**src/rtl/nileswan_pkg.sv**
```systemverilog
// Shared types for the MCU SPI bus arbiter: FSM state encoding, bus owner
// identity and the round-robin pick used when the bus is free.
package nileswan_pkg;

  typedef enum logic [1:0] {
    ST_IDLE = 2'd0,
    ST_RTC  = 2'd1,
    ST_HOST = 2'd2,
    ST_GAP  = 2'd3
  } arb_state_e;

  typedef enum logic {
    OWNER_RTC  = 1'b0,
    OWNER_HOST = 1'b1
  } owner_e;

  // Choose the next owner from idle; on a tie the master that did not own
  // the bus last time wins, so neither side can starve the other.
  function automatic arb_state_e arb_pick(input logic rtc_req,
                                          input logic host_req,
                                          input owner_e last_owner);
    arb_state_e pick;
    if (rtc_req && host_req) begin
      pick = (last_owner == OWNER_HOST) ? ST_RTC : ST_HOST;
    end else if (rtc_req) begin
      pick = ST_RTC;
    end else if (host_req) begin
      pick = ST_HOST;
    end else begin
      pick = ST_IDLE;
    end
    return pick;
  endfunction

endpackage

```
**src/rtl/mcu_spi_arbiter_if.sv**
```systemverilog
// Bundle of the two master-side SPI engines, the error handshake and the
// physical MCU SPI pins. The arbiter uses the slave view; the environment
// (engines, pads) uses the master view.
interface mcu_spi_arbiter_if;
  logic RtcReq, RtcGrant, RtcClkRunning, RtcClkStretch, RtcDo, RtcnSel, RtcDi, RtcAbort;
  logic HostReq, HostGrant, HostClkRunning, HostDo, HostnSel, HostDi;
  logic ErrClr, TimeoutErr;
  logic SPIClk, SPIDo, SPIDi, nMCUSel;

  modport slave (
    input  RtcReq, RtcClkRunning, RtcClkStretch, RtcDo, RtcnSel,
    output RtcGrant, RtcDi, RtcAbort,
    input  HostReq, HostClkRunning, HostDo, HostnSel,
    output HostGrant, HostDi,
    input  ErrClr,
    output TimeoutErr,
    output SPIClk, SPIDo, nMCUSel,
    input  SPIDi
  );

  modport master (
    output RtcReq, RtcClkRunning, RtcClkStretch, RtcDo, RtcnSel,
    input  RtcGrant, RtcDi, RtcAbort,
    output HostReq, HostClkRunning, HostDo, HostnSel,
    input  HostGrant, HostDi,
    output ErrClr,
    input  TimeoutErr,
    input  SPIClk, SPIDo, nMCUSel,
    output SPIDi
  );
endinterface

```
**src/rtl/spi_clk_gate.sv**
```systemverilog
// Glitch-free SPI clock gate: the enable is captured while the bit clock is
// low, so the AND below can only open or close between full clock pulses.
module spi_clk_gate (
  input  logic clk,
  input  logic rst,
  input  logic en,
  output logic gclk
);

  logic en_lat_q;

  // Capture the enable on the falling edge; reset closes the gate at once.
  always_ff @(negedge clk or posedge rst) begin
    if (rst) begin
      en_lat_q <= 1'b0;
    end else begin
      en_lat_q <= en;
    end
  end

  assign gclk = clk & en_lat_q;

endmodule

```
**src/rtl/mcu_spi_arbiter.sv**
```systemverilog
// Arbiter for the single MCU SPI bus shared by the RTC command engine and the
// host SPI engine: round-robin ownership, chip-select gap between owners,
// pin muxing, MISO return routing and an RTC clock-stretch watchdog.
module mcu_spi_arbiter
  import nileswan_pkg::*;
#(
  parameter int GAP_CYCLES      = 2,
  parameter int STRETCH_TIMEOUT = 1023,
  parameter int CNT_W           = 16
) (
  input  logic              SClk,
  input  logic              Reset,
  mcu_spi_arbiter_if.slave  bus
);

  localparam logic [3:0]       GAP_LAST = 4'(GAP_CYCLES - 1);
  localparam logic [CNT_W-1:0] TO_VAL   = CNT_W'(STRETCH_TIMEOUT);
  localparam logic [CNT_W-1:0] TO_M1    = CNT_W'(STRETCH_TIMEOUT - 1);

  arb_state_e       state_q, state_d;
  owner_e           last_owner_q, last_owner_d;
  logic             rtc_grant_q, rtc_grant_d;
  logic             host_grant_q, host_grant_d;
  logic [3:0]       gap_cnt_q, gap_cnt_d;
  logic [CNT_W-1:0] stretch_cnt_q, stretch_cnt_d;
  logic             aborted_q, aborted_d;
  logic             abort_pulse_q, abort_pulse_d;
  logic             timeout_err_q, timeout_err_d;
  logic             wd_fire;
  logic             clk_en;

  // State register and all other flops; reset returns the bus to idle.
  always_ff @(posedge SClk or posedge Reset) begin
    if (Reset) begin
      state_q       <= ST_IDLE;
      last_owner_q  <= OWNER_HOST;
      rtc_grant_q   <= 1'b0;
      host_grant_q  <= 1'b0;
      gap_cnt_q     <= 4'd0;
      stretch_cnt_q <= '0;
      aborted_q     <= 1'b0;
      abort_pulse_q <= 1'b0;
      timeout_err_q <= 1'b0;
    end else begin
      state_q       <= state_d;
      last_owner_q  <= last_owner_d;
      rtc_grant_q   <= rtc_grant_d;
      host_grant_q  <= host_grant_d;
      gap_cnt_q     <= gap_cnt_d;
      stretch_cnt_q <= stretch_cnt_d;
      aborted_q     <= aborted_d;
      abort_pulse_q <= abort_pulse_d;
      timeout_err_q <= timeout_err_d;
    end
  end

  // Next-state logic: arbitration from idle, release detection, CS gap timing.
  always_comb begin
    state_d      = state_q;
    last_owner_d = last_owner_q;
    gap_cnt_d    = gap_cnt_q;
    case (state_q)
      ST_IDLE: begin
        gap_cnt_d = 4'd0;
        state_d   = arb_pick(bus.RtcReq, bus.HostReq, last_owner_q);
      end
      ST_RTC: begin
        // After an abort the engine may still hold its select low; dropping
        // the request alone is then enough to release.
        if (!bus.RtcReq && (bus.RtcnSel || aborted_q)) begin
          state_d      = ST_GAP;
          last_owner_d = OWNER_RTC;
          gap_cnt_d    = 4'd0;
        end else begin
          state_d = ST_RTC;
        end
      end
      ST_HOST: begin
        if (!bus.HostReq && bus.HostnSel) begin
          state_d      = ST_GAP;
          last_owner_d = OWNER_HOST;
          gap_cnt_d    = 4'd0;
        end else begin
          state_d = ST_HOST;
        end
      end
      ST_GAP: begin
        if (gap_cnt_q >= GAP_LAST) begin
          state_d   = ST_IDLE;
          gap_cnt_d = 4'd0;
        end else begin
          gap_cnt_d = gap_cnt_q + 4'd1;
        end
      end
      default: begin
        state_d = ST_IDLE;
      end
    endcase
    rtc_grant_d  = (state_d == ST_RTC);
    host_grant_d = (state_d == ST_HOST);
  end

  // Stretch watchdog and sticky timeout flag; fires once per RTC ownership.
  always_comb begin
    stretch_cnt_d = '0;
    aborted_d     = 1'b0;
    wd_fire       = 1'b0;
    if (state_q == ST_RTC) begin
      wd_fire   = bus.RtcClkStretch && !aborted_q && (stretch_cnt_q == TO_M1);
      aborted_d = aborted_q | wd_fire;
      if (bus.RtcClkStretch) begin
        stretch_cnt_d = (stretch_cnt_q == TO_VAL) ? stretch_cnt_q : stretch_cnt_q + CNT_W'(1);
      end else begin
        stretch_cnt_d = '0;
      end
    end else begin
      stretch_cnt_d = '0;
    end
    abort_pulse_d = wd_fire;
    if (wd_fire) begin
      timeout_err_d = 1'b1;
    end else if (bus.ErrClr) begin
      timeout_err_d = 1'b0;
    end else begin
      timeout_err_d = timeout_err_q;
    end
  end

  // Output logic: pins follow the owner combinationally, idle otherwise.
  always_comb begin
    bus.SPIDo   = 1'b1;
    bus.nMCUSel = 1'b1;
    bus.RtcDi   = 1'b1;
    bus.HostDi  = 1'b1;
    clk_en      = 1'b0;
    case (state_q)
      ST_RTC: begin
        bus.RtcDi = bus.SPIDi;
        if (aborted_q) begin
          clk_en = 1'b0;
        end else begin
          bus.SPIDo   = bus.RtcDo;
          bus.nMCUSel = bus.RtcnSel;
          clk_en      = bus.RtcClkRunning & ~bus.RtcClkStretch;
        end
      end
      ST_HOST: begin
        bus.HostDi  = bus.SPIDi;
        bus.SPIDo   = bus.HostDo;
        bus.nMCUSel = bus.HostnSel;
        clk_en      = bus.HostClkRunning;
      end
      default: begin
        clk_en = 1'b0;
      end
    endcase
  end

  assign bus.RtcGrant   = rtc_grant_q;
  assign bus.HostGrant  = host_grant_q;
  assign bus.RtcAbort   = abort_pulse_q;
  assign bus.TimeoutErr = timeout_err_q;

  spi_clk_gate u_clk_gate (
    .clk  (SClk),
    .rst  (Reset),
    .en   (clk_en),
    .gclk (bus.SPIClk)
  );

endmodule

```
**src/flat_wrapper.sv**
```systemverilog
// flat-port wrapper written by rule: the top's interface ports become plain ports
module mcu_spi_arbiter_flat import nileswan_pkg::*;
#(
  parameter int GAP_CYCLES      = 2,
  parameter int STRETCH_TIMEOUT = 1023,
  parameter int CNT_W           = 16
)
  (SClk, Reset, bus_RtcReq, bus_RtcClkRunning, bus_RtcClkStretch, bus_RtcDo, bus_RtcnSel, bus_RtcGrant, bus_RtcDi, bus_RtcAbort, bus_HostReq, bus_HostClkRunning, bus_HostDo, bus_HostnSel, bus_HostGrant, bus_HostDi, bus_ErrClr, bus_TimeoutErr, bus_SPIClk, bus_SPIDo, bus_nMCUSel, bus_SPIDi);
  mcu_spi_arbiter_if bus_i ();
  input  logic SClk;
  input  logic Reset;
  input wire logic [$bits(bus_i.RtcReq)-1:0] bus_RtcReq;
  input wire logic [$bits(bus_i.RtcClkRunning)-1:0] bus_RtcClkRunning;
  input wire logic [$bits(bus_i.RtcClkStretch)-1:0] bus_RtcClkStretch;
  input wire logic [$bits(bus_i.RtcDo)-1:0] bus_RtcDo;
  input wire logic [$bits(bus_i.RtcnSel)-1:0] bus_RtcnSel;
  output wire logic [$bits(bus_i.RtcGrant)-1:0] bus_RtcGrant;
  output wire logic [$bits(bus_i.RtcDi)-1:0] bus_RtcDi;
  output wire logic [$bits(bus_i.RtcAbort)-1:0] bus_RtcAbort;
  input wire logic [$bits(bus_i.HostReq)-1:0] bus_HostReq;
  input wire logic [$bits(bus_i.HostClkRunning)-1:0] bus_HostClkRunning;
  input wire logic [$bits(bus_i.HostDo)-1:0] bus_HostDo;
  input wire logic [$bits(bus_i.HostnSel)-1:0] bus_HostnSel;
  output wire logic [$bits(bus_i.HostGrant)-1:0] bus_HostGrant;
  output wire logic [$bits(bus_i.HostDi)-1:0] bus_HostDi;
  input wire logic [$bits(bus_i.ErrClr)-1:0] bus_ErrClr;
  output wire logic [$bits(bus_i.TimeoutErr)-1:0] bus_TimeoutErr;
  output wire logic [$bits(bus_i.SPIClk)-1:0] bus_SPIClk;
  output wire logic [$bits(bus_i.SPIDo)-1:0] bus_SPIDo;
  output wire logic [$bits(bus_i.nMCUSel)-1:0] bus_nMCUSel;
  input wire logic [$bits(bus_i.SPIDi)-1:0] bus_SPIDi;
  assign bus_i.RtcReq = bus_RtcReq;
  assign bus_i.RtcClkRunning = bus_RtcClkRunning;
  assign bus_i.RtcClkStretch = bus_RtcClkStretch;
  assign bus_i.RtcDo = bus_RtcDo;
  assign bus_i.RtcnSel = bus_RtcnSel;
  assign bus_RtcGrant = bus_i.RtcGrant;
  assign bus_RtcDi = bus_i.RtcDi;
  assign bus_RtcAbort = bus_i.RtcAbort;
  assign bus_i.HostReq = bus_HostReq;
  assign bus_i.HostClkRunning = bus_HostClkRunning;
  assign bus_i.HostDo = bus_HostDo;
  assign bus_i.HostnSel = bus_HostnSel;
  assign bus_HostGrant = bus_i.HostGrant;
  assign bus_HostDi = bus_i.HostDi;
  assign bus_i.ErrClr = bus_ErrClr;
  assign bus_TimeoutErr = bus_i.TimeoutErr;
  assign bus_SPIClk = bus_i.SPIClk;
  assign bus_SPIDo = bus_i.SPIDo;
  assign bus_nMCUSel = bus_i.nMCUSel;
  assign bus_i.SPIDi = bus_SPIDi;
  mcu_spi_arbiter #(.GAP_CYCLES(GAP_CYCLES), .STRETCH_TIMEOUT(STRETCH_TIMEOUT), .CNT_W(CNT_W)) u_core (.SClk(SClk), .Reset(Reset), .bus(bus_i));
endmodule
```
**config.mk**
```make
export PLATFORM = sky130hd
export DESIGN_NAME = mcu_spi_arbiter_flat
export DESIGN_NICKNAME = d
export VERILOG_FILES = /design/src/rtl/nileswan_pkg.sv /design/src/rtl/mcu_spi_arbiter_if.sv /design/src/rtl/spi_clk_gate.sv /design/src/rtl/mcu_spi_arbiter.sv /design/src/flat_wrapper.sv
export SDC_FILE = /design/constraint.sdc
export NUM_CORES = 1
export LEC_CHECK = 0
export ABC_AREA = 0
export CAP_MARGIN = 20
export CORE_MARGIN = 1
export CORE_UTILIZATION = 30
export CTS_BUF_LIST = sky130_fd_sc_hd__clkbuf_4 sky130_fd_sc_hd__clkbuf_8
export CTS_CLUSTER_DIAMETER = 60
export CTS_CLUSTER_SIZE = 10
export DETAILED_ROUTE_END_ITERATION = 10
export DONT_BUFFER_PORTS = 1
export MAX_ROUTING_LAYER = met4
export SYNTH_ARGS = -nofsm -noshare
export SYNTH_HDL_FRONTEND = slang
export SYNTH_HIERARCHICAL = 1
export SYNTH_SLANG_ARGS = --single-unit
```
**constraint.sdc**
```tcl
create_clock -name SClk -period 2.6 [get_ports SClk]
set_input_delay 0.52 -clock SClk [delete_from_list [all_inputs] [get_ports SClk]]
set_output_delay 0.52 -clock SClk [all_outputs]
set_load 0.05 [all_outputs]
```
==> flow_summary_export.csv, run 1 <==
group,metric,value,unit
sta,rsz0062_at_grt,"yes",
placed_design,dp_hpwl,2.21,mm
sta,hold_viol_final,0,
sta,worstMarginPinSlew,0.536,ns
placed_design,placed_area,1670,um^2
critical_path,worstPathMaxFanout,1,
synthesis,syn_inst,161,
layout,layout.nets,197,
critical_path,cp_cell_sequence,"and2_4",
detailed_routing,wl,3.21,mm
floorplanning,ios,22,
floorplanning,coreArea,4850,um^2
synthesis,synth-seq-area-share,46.8,%
detailed_routing,firstDrtPassIters,4,
outcome,failed_checks,"setup timing",
detailed_routing,vias,1218,
layout,top_register,"u_core/stretch_cnt_q",
layout,largestRegisters,"u_core/stretch_cnt_q (16), u_core/gap_cnt_q (4), u_core/state_q (2)",
sta,finalMaxSlewViolations,0,
layout,area_delta_synth_final,18.1,%
layout,final_cell_mix,"dfrtp_1 (27), nor2_1 (18), inv_1 (14), o21ai_0 (14)",
synthesis,ys_types,38,
critical_path,crit_path_end_kind,"primary output",
global_route,grt_pass1_wl,5.54,mm
critical_path,required,2.08,ns
layout,finish.utilization,37.8,%
sta,finalWorstSetupSlack,-0.246,ns
flow_run,drv_cap,0,
critical_path,crit_type,"register to primary output",
clocking,clkTransAtPathRegs,0.06,ns
floorplanning,fp.dieH,73.9,um
clocking,clock_latency,0.41,ns
layout,fin_area,1830,um^2
power_and_ir_drop,vdd_drop_max,754,uV
critical_path,crit_buf_inv,0,
synthesis,ys_warn_count,6,
global_route,grt_overflow,0,
critical_path,worstPathArrival,2.33,ns
placed_design,numPortBuffers,0,
layout,largest_register_ffs,16,
global_route,grtUsageTotal,14.5,%
critical_path,cp_slowest_cell,"dfrtn_1",
global_route,grt_max_degree,29,
global_route,grt_pass1_vias,1218,
sta,relSlewSlack,63.9,%
synthesis,synth-seq-cells,29,
floorplanning,dieArea,5470,um^2
outcome,outcome,"complete, but fails checks",
layout,antenna_cells,0,
critical_path,r2r_start,"u_core/state_q[0]$_DFF_PP0_",
sta,fin_tns_setup,-0.246,ns
layout,final_common_cell,"dfrtp_1",
critical_path,reg2reg_slack,0.23,ns
detailed_routing,wire_per_inst,13.2,um
synthesis,syn_avg_cell_area,9.64,um^2
clocking,ctsHoldBuffers,0,
sta,setup_violations,2,
detailed_routing,vias_per_cell,5.01,
critical_path,startpoint_type,"register",
floorplanning,start_util,32.0,%
critical_path,r2r_end,"u_core/u_clk_gate/en_lat_q$_DFF_NP0_",
clocking,cts_tree,"yes",
floorplanning,die_x,73.9,um
clocking,cts_setup_buffers,0,
placed_design,pre_cts_ws,0.00227,ns
synthesis,synth_area,1550,um^2
detailed_routing,drc,0,
synthesis,synth_fp_nets,183,
power_and_ir_drop,p_leak,0.809,nW
placed_design,gp_congestion,0.751,
critical_path,reg2reg_depth,3,
power_and_ir_drop,power,1.80,mW
critical_path,max_stage_delay,0.38,ns
critical_path,path_delay_family,"flip-flops",
power_and_ir_drop,p_per_area,984,nW/um^2
detailed_routing,ant_nets,0,
detailed_routing,dr.first_iter.drc_count,92,
floorplanning,rows,25,
layout,layout-drive-gt1-share,13.6,%
hold_path,hp-class,"input pin to async pin",
global_route,antenna_found_initial,0,
sta,fin_skew,0.0214,ns
## routing by layer
layer / GRT usage (%) / part of all wire [%] / routed length, um / vias to the layer above
met1: 17.7 / 48 / 1550 / 576
met4: 8.55 / 2.2 / 72 / 0
met5: - / 0 / 0 / -
met2: 19.6 / 44 / 1410 / 35
li1: - / - / - / 600
met3: 6.23 / 5.6 / 180 / 7
## worst max-delay path by stage
stage                                                     from  slack (ns)  depth (start not counted)          to
final                     u_core/u_clk_gate/en_lat_q$_DFF_NP0_       -0.25                          1  bus_SPIClk
after global placement    u_core/u_clk_gate/en_lat_q$_DFF_NP0_       0.006                          1  bus_SPIClk
after floorplan           u_core/u_clk_gate/en_lat_q$_DFF_NP0_       0.008                          1  bus_SPIClk
after CTS                 u_core/u_clk_gate/en_lat_q$_DFF_NP0_       -0.26                          1  bus_SPIClk
after global routing      u_core/u_clk_gate/en_lat_q$_DFF_NP0_       -0.27                          1  bus_SPIClk
after detailed placement  u_core/u_clk_gate/en_lat_q$_DFF_NP0_       0.002                          1  bus_SPIClk
## cells in the mapped netlist, drive strengths merged
master   instances  area share (%)
a21oi            4             1.3
a21o             2            0.97
xor2             1            0.56
nand4            4             1.6
dfrtp           27              44
a311o            1            0.64
nand2            8             1.9
o21bai           1            0.48
dfrtn            1             1.6
a22oi            1            0.48
nor4b            1            0.56
inv             14             3.4
o31a             1            0.56
nand2b           3             1.2
or4              2            0.97
nor4             4             2.0
mux2             3             2.7
and2             4             1.6
clkbuf           2            0.48
a2111oi          2             1.1
o31ai            1            0.48
nand4bb          1            0.73
a2bb2oi          1            0.56
ha               9             7.3
nor2b            2            0.81
nor3             5             1.6
nor2            18             4.4
xnor2            5             2.8
dfstp            1             1.7
a31oi            5             2.0
a41o             1            0.64
nand4b           1            0.56
nand3            9             2.9
o21ai           14             4.5
buf              1            0.73
nor4bb           1            0.64
## metrics by stage
stage,std cells,hold WS (ns)
floorplan,161,0.442
CTS,243,0.0946
global placement,232,0.465
detailed placement,232,0.466
finish,243,0.0758
global route,243,0.104
## area by class of cell
| type | count | area (um^2) |
|---|---|---|
| Sequential cell | 29 | 727 |
| Inverter | 14 | 52.6 |
| Tap cell | 67 | 83.8 |
| Timing Repair Buffer | 7 | 52.6 |
| Clock buffer | 10 | 131 |
| Clock inverter | 1 | 30.0 |
| Fill cell | 487 | 3010 |
| Multi-Input combinational cell | 115 | 757 |
## cell families after synthesis
group | Yosys count | share of synthesized area (%)
and+or+nand+nor | 63 | 21.5
AOI/OAI and AO/OA | 34 | 13.8
xor gates and xnor gates | 6 | 3.38
buffers and inverters | 17 | 4.59
DFF | 29 | 46.8
adders and majority gates | 9 | 7.25
muxes | 3 | 2.66
## report_power, final
group	internal [mW]	switching [mW]
registers	0.512	0.0791
logic	0.181	0.396
clock network	0.426	0.210
## what timing repair did
action	CTS	global route
resized for setup	2	0
gates cloned	0	0
hold endpoints to repair	0	0
endpoints found under the setup margin	2	2
Power figures use the tool's default switching activity.
==> inputs of run 2 (changes only) <==
--- a/config.mk
+++ b/config.mk
@@ -7,7 +7,6 @@
 export LEC_CHECK = 0
 export ABC_AREA = 0
 export CAP_MARGIN = 20
-export CORE_MARGIN = 1
 export CORE_UTILIZATION = 30
 export CTS_BUF_LIST = sky130_fd_sc_hd__clkbuf_4 sky130_fd_sc_hd__clkbuf_8
 export CTS_CLUSTER_DIAMETER = 60
@@ -15,6 +14,7 @@
 export DETAILED_ROUTE_END_ITERATION = 10
 export DONT_BUFFER_PORTS = 1
 export MAX_ROUTING_LAYER = met4
+export SKIP_LAST_GASP = 1
 export SYNTH_ARGS = -nofsm -noshare
 export SYNTH_HDL_FRONTEND = slang
 export SYNTH_HIERARCHICAL = 1
==> results of run 2 <==
Same layout as run 1: the final DEF is identical, and so are final timing and power.
==> inputs of run 3 (changes only) <==
--- a/config.mk
+++ b/config.mk
@@ -19,3 +19,4 @@
 export SYNTH_HDL_FRONTEND = slang
 export SYNTH_HIERARCHICAL = 1
 export SYNTH_SLANG_ARGS = --single-unit
+export TNS_END_PERCENT = 30
==> run 3 against run 2 <==
The run still ends with setup timing left; worst setup slack worse by 0.22 ns; sequential share of layout area is 0.054 points higher; critical path type unchanged; flip-flop and latch count stayed put; largest power group unchanged; clock skew hardly changed; sequential power hardly changed.
==> flow_summary_export.csv, run 3 (synthesized netlist as in run 1, its figures left out) <==
group,metric,value,unit
detailed_routing,dr.first_iter.drc_count,92,
sta,worstMarginPinSlew,0.536,ns
critical_path,r2r_start,"u_core/state_q[0]$_DFF_PP0_",
critical_path,required,2.08,ns
critical_path,reg2reg_slack,0.23,ns
detailed_routing,wl,3.22,mm
critical_path,cp_slowest_cell,"and2_1",
power_and_ir_drop,p_leak,0.808,nW
clocking,ctsHoldBuffers,0,
layout,antenna_cells,0,
floorplanning,die_x,73.9,um
sta,rsz0062_at_grt,"yes",
floorplanning,coreArea,4850,um^2
placed_design,dp_hpwl,2.21,mm
critical_path,crit_start,"u_core/u_clk_gate/en_lat_q$_DFF_NP0_",
placed_design,dp_cells,232,
detailed_routing,firstDrtPassIters,4,
global_route,grt_overflow,0,
placed_design,gp_congestion,0.751,
critical_path,crit_buf_inv,0,
global_route,antenna_found_initial,0,
critical_path,worstPathMaxFanout,1,
layout,layout.nets,197,
clocking,clock_latency,0.41,ns
layout,fin_cells,243,
critical_path,max_stage_delay,0.46,ns
global_route,grt_pass1_wl,5.54,mm
floorplanning,start_util,32.0,%
clocking,ctsResizeCount,0,
flow_run,drv_cap,0,
clocking,clkTransAtPathRegs,0.06,ns
critical_path,startpoint_type,"register",
layout,final_cell_mix,"dfrtp_1 (27), nor2_1 (18), inv_1 (14), o21ai_0 (14)",
detailed_routing,wire_per_inst,13.3,um
global_route,grtUsageTotal,14.5,%
hold_path,hp-class,"input pin to async pin",
layout,finish.utilization,37.8,%
sta,fin_tns_setup,-0.463,ns
critical_path,crit_type,"register to primary output",
layout,area_delta_synth_final,18.0,%
placed_design,numPortBuffers,0,
critical_path,path_delay_family,"simple AND/OR/NAND/NOR gates",
clocking,cts_setup_buffers,0,
sta,finalWorstSetupSlack,-0.463,ns
critical_path,crit_path_end_kind,"primary output",
sta,relSlewSlack,63.9,%
detailed_routing,ant_nets,0,
global_route,grt_pass1_vias,1218,
critical_path,cp_cell_sequence,"and2_1",
outcome,failed_checks,"setup timing",
sta,finalMaxSlewViolations,0,
detailed_routing,vias_per_cell,5.02,
layout,top_register,"u_core/stretch_cnt_q",
floorplanning,fp.dieH,73.9,um
placed_design,pre_cts_ws,0.00227,ns
outcome,outcome,"complete, but fails checks",
sta,hold_viol_final,0,
sta,fin_skew,0.0214,ns
critical_path,worstPathArrival,2.54,ns
detailed_routing,drc,0,
clocking,cts_tree,"yes",
floorplanning,rows,25,
layout,largestRegisters,"u_core/stretch_cnt_q (16), u_core/gap_cnt_q (4), u_core/state_q (2)",
layout,layout-drive-gt1-share,13.1,%
floorplanning,dieArea,5470,um^2
layout,largest_register_ffs,16,
floorplanning,ios,22,
power_and_ir_drop,p_per_area,982,nW/um^2
sta,setup_violations,2,
power_and_ir_drop,vdd_drop_max,754,uV
layout,final_common_cell,"dfrtp_1",
sta,hold_slack,0.0788,ns
detailed_routing,vias,1220,
global_route,grt_max_degree,29,
[run 3: metrics by stage]
step	power [mW]	cell area, um^2
after global routing	1.91	1830
after floorplan	1.06	1550
after global placement	1.19	1670
final	1.80	1830
after detailed placement	1.20	1670
after CTS	1.82	1830
[run 3: worst register-to-register path, cell delays in order, from the launching register on]
cell and delay, ns:
dfrtp_1 0.37, inv_1 0.09, ha_1 0.34, nor2b_1 0.14
[run 3: worst paths after layout]
check	to	cells after the start
setup / recovery	bus_SPIClk	1
hold reg to reg	u_core/stretch_cnt_q[7]$_DFFE_PP0P_	1
min in group SClk	u_core/bus.TimeoutErr$_DFFE_PP0P_	2
hold / removal	u_core/gap_cnt_q[1]$_DFFE_PP0P_	2
setup reg to reg	u_core/u_clk_gate/en_lat_q$_DFF_NP0_	3
max in group asynchronous	u_core/u_clk_gate/en_lat_q$_DFF_NP0_	1
[run 3: layout make-up]
class | count | area (um^2)
multi-input cells | 115 | 754
flip-flops and latches | 29 | 727
inverters | 14 | 52.6
clock buffers | 10 | 131
clock inverters | 1 | 30.0
fillers | 488 | 3020
well taps | 67 | 83.8
repair buffers | 7 | 52.6
[run 3: metal layers]
layer | up-vias | wire length (um) | global-route usage, %
met5 | - | 0 | -
met4 | 0 | 70 | 8.55
met3 | 7 | 176 | 6.23
met2 | 35 | 1400 | 19.6
met1 | 578 | 1570 | 17.7
li1 | 600 | - | -
[run 3: report_power, final]
group / internal [mW] / switching (mW)
Combinational: 0.181 / 0.396
Clock: 0.422 / 0.209
Sequential: 0.512 / 0.0786
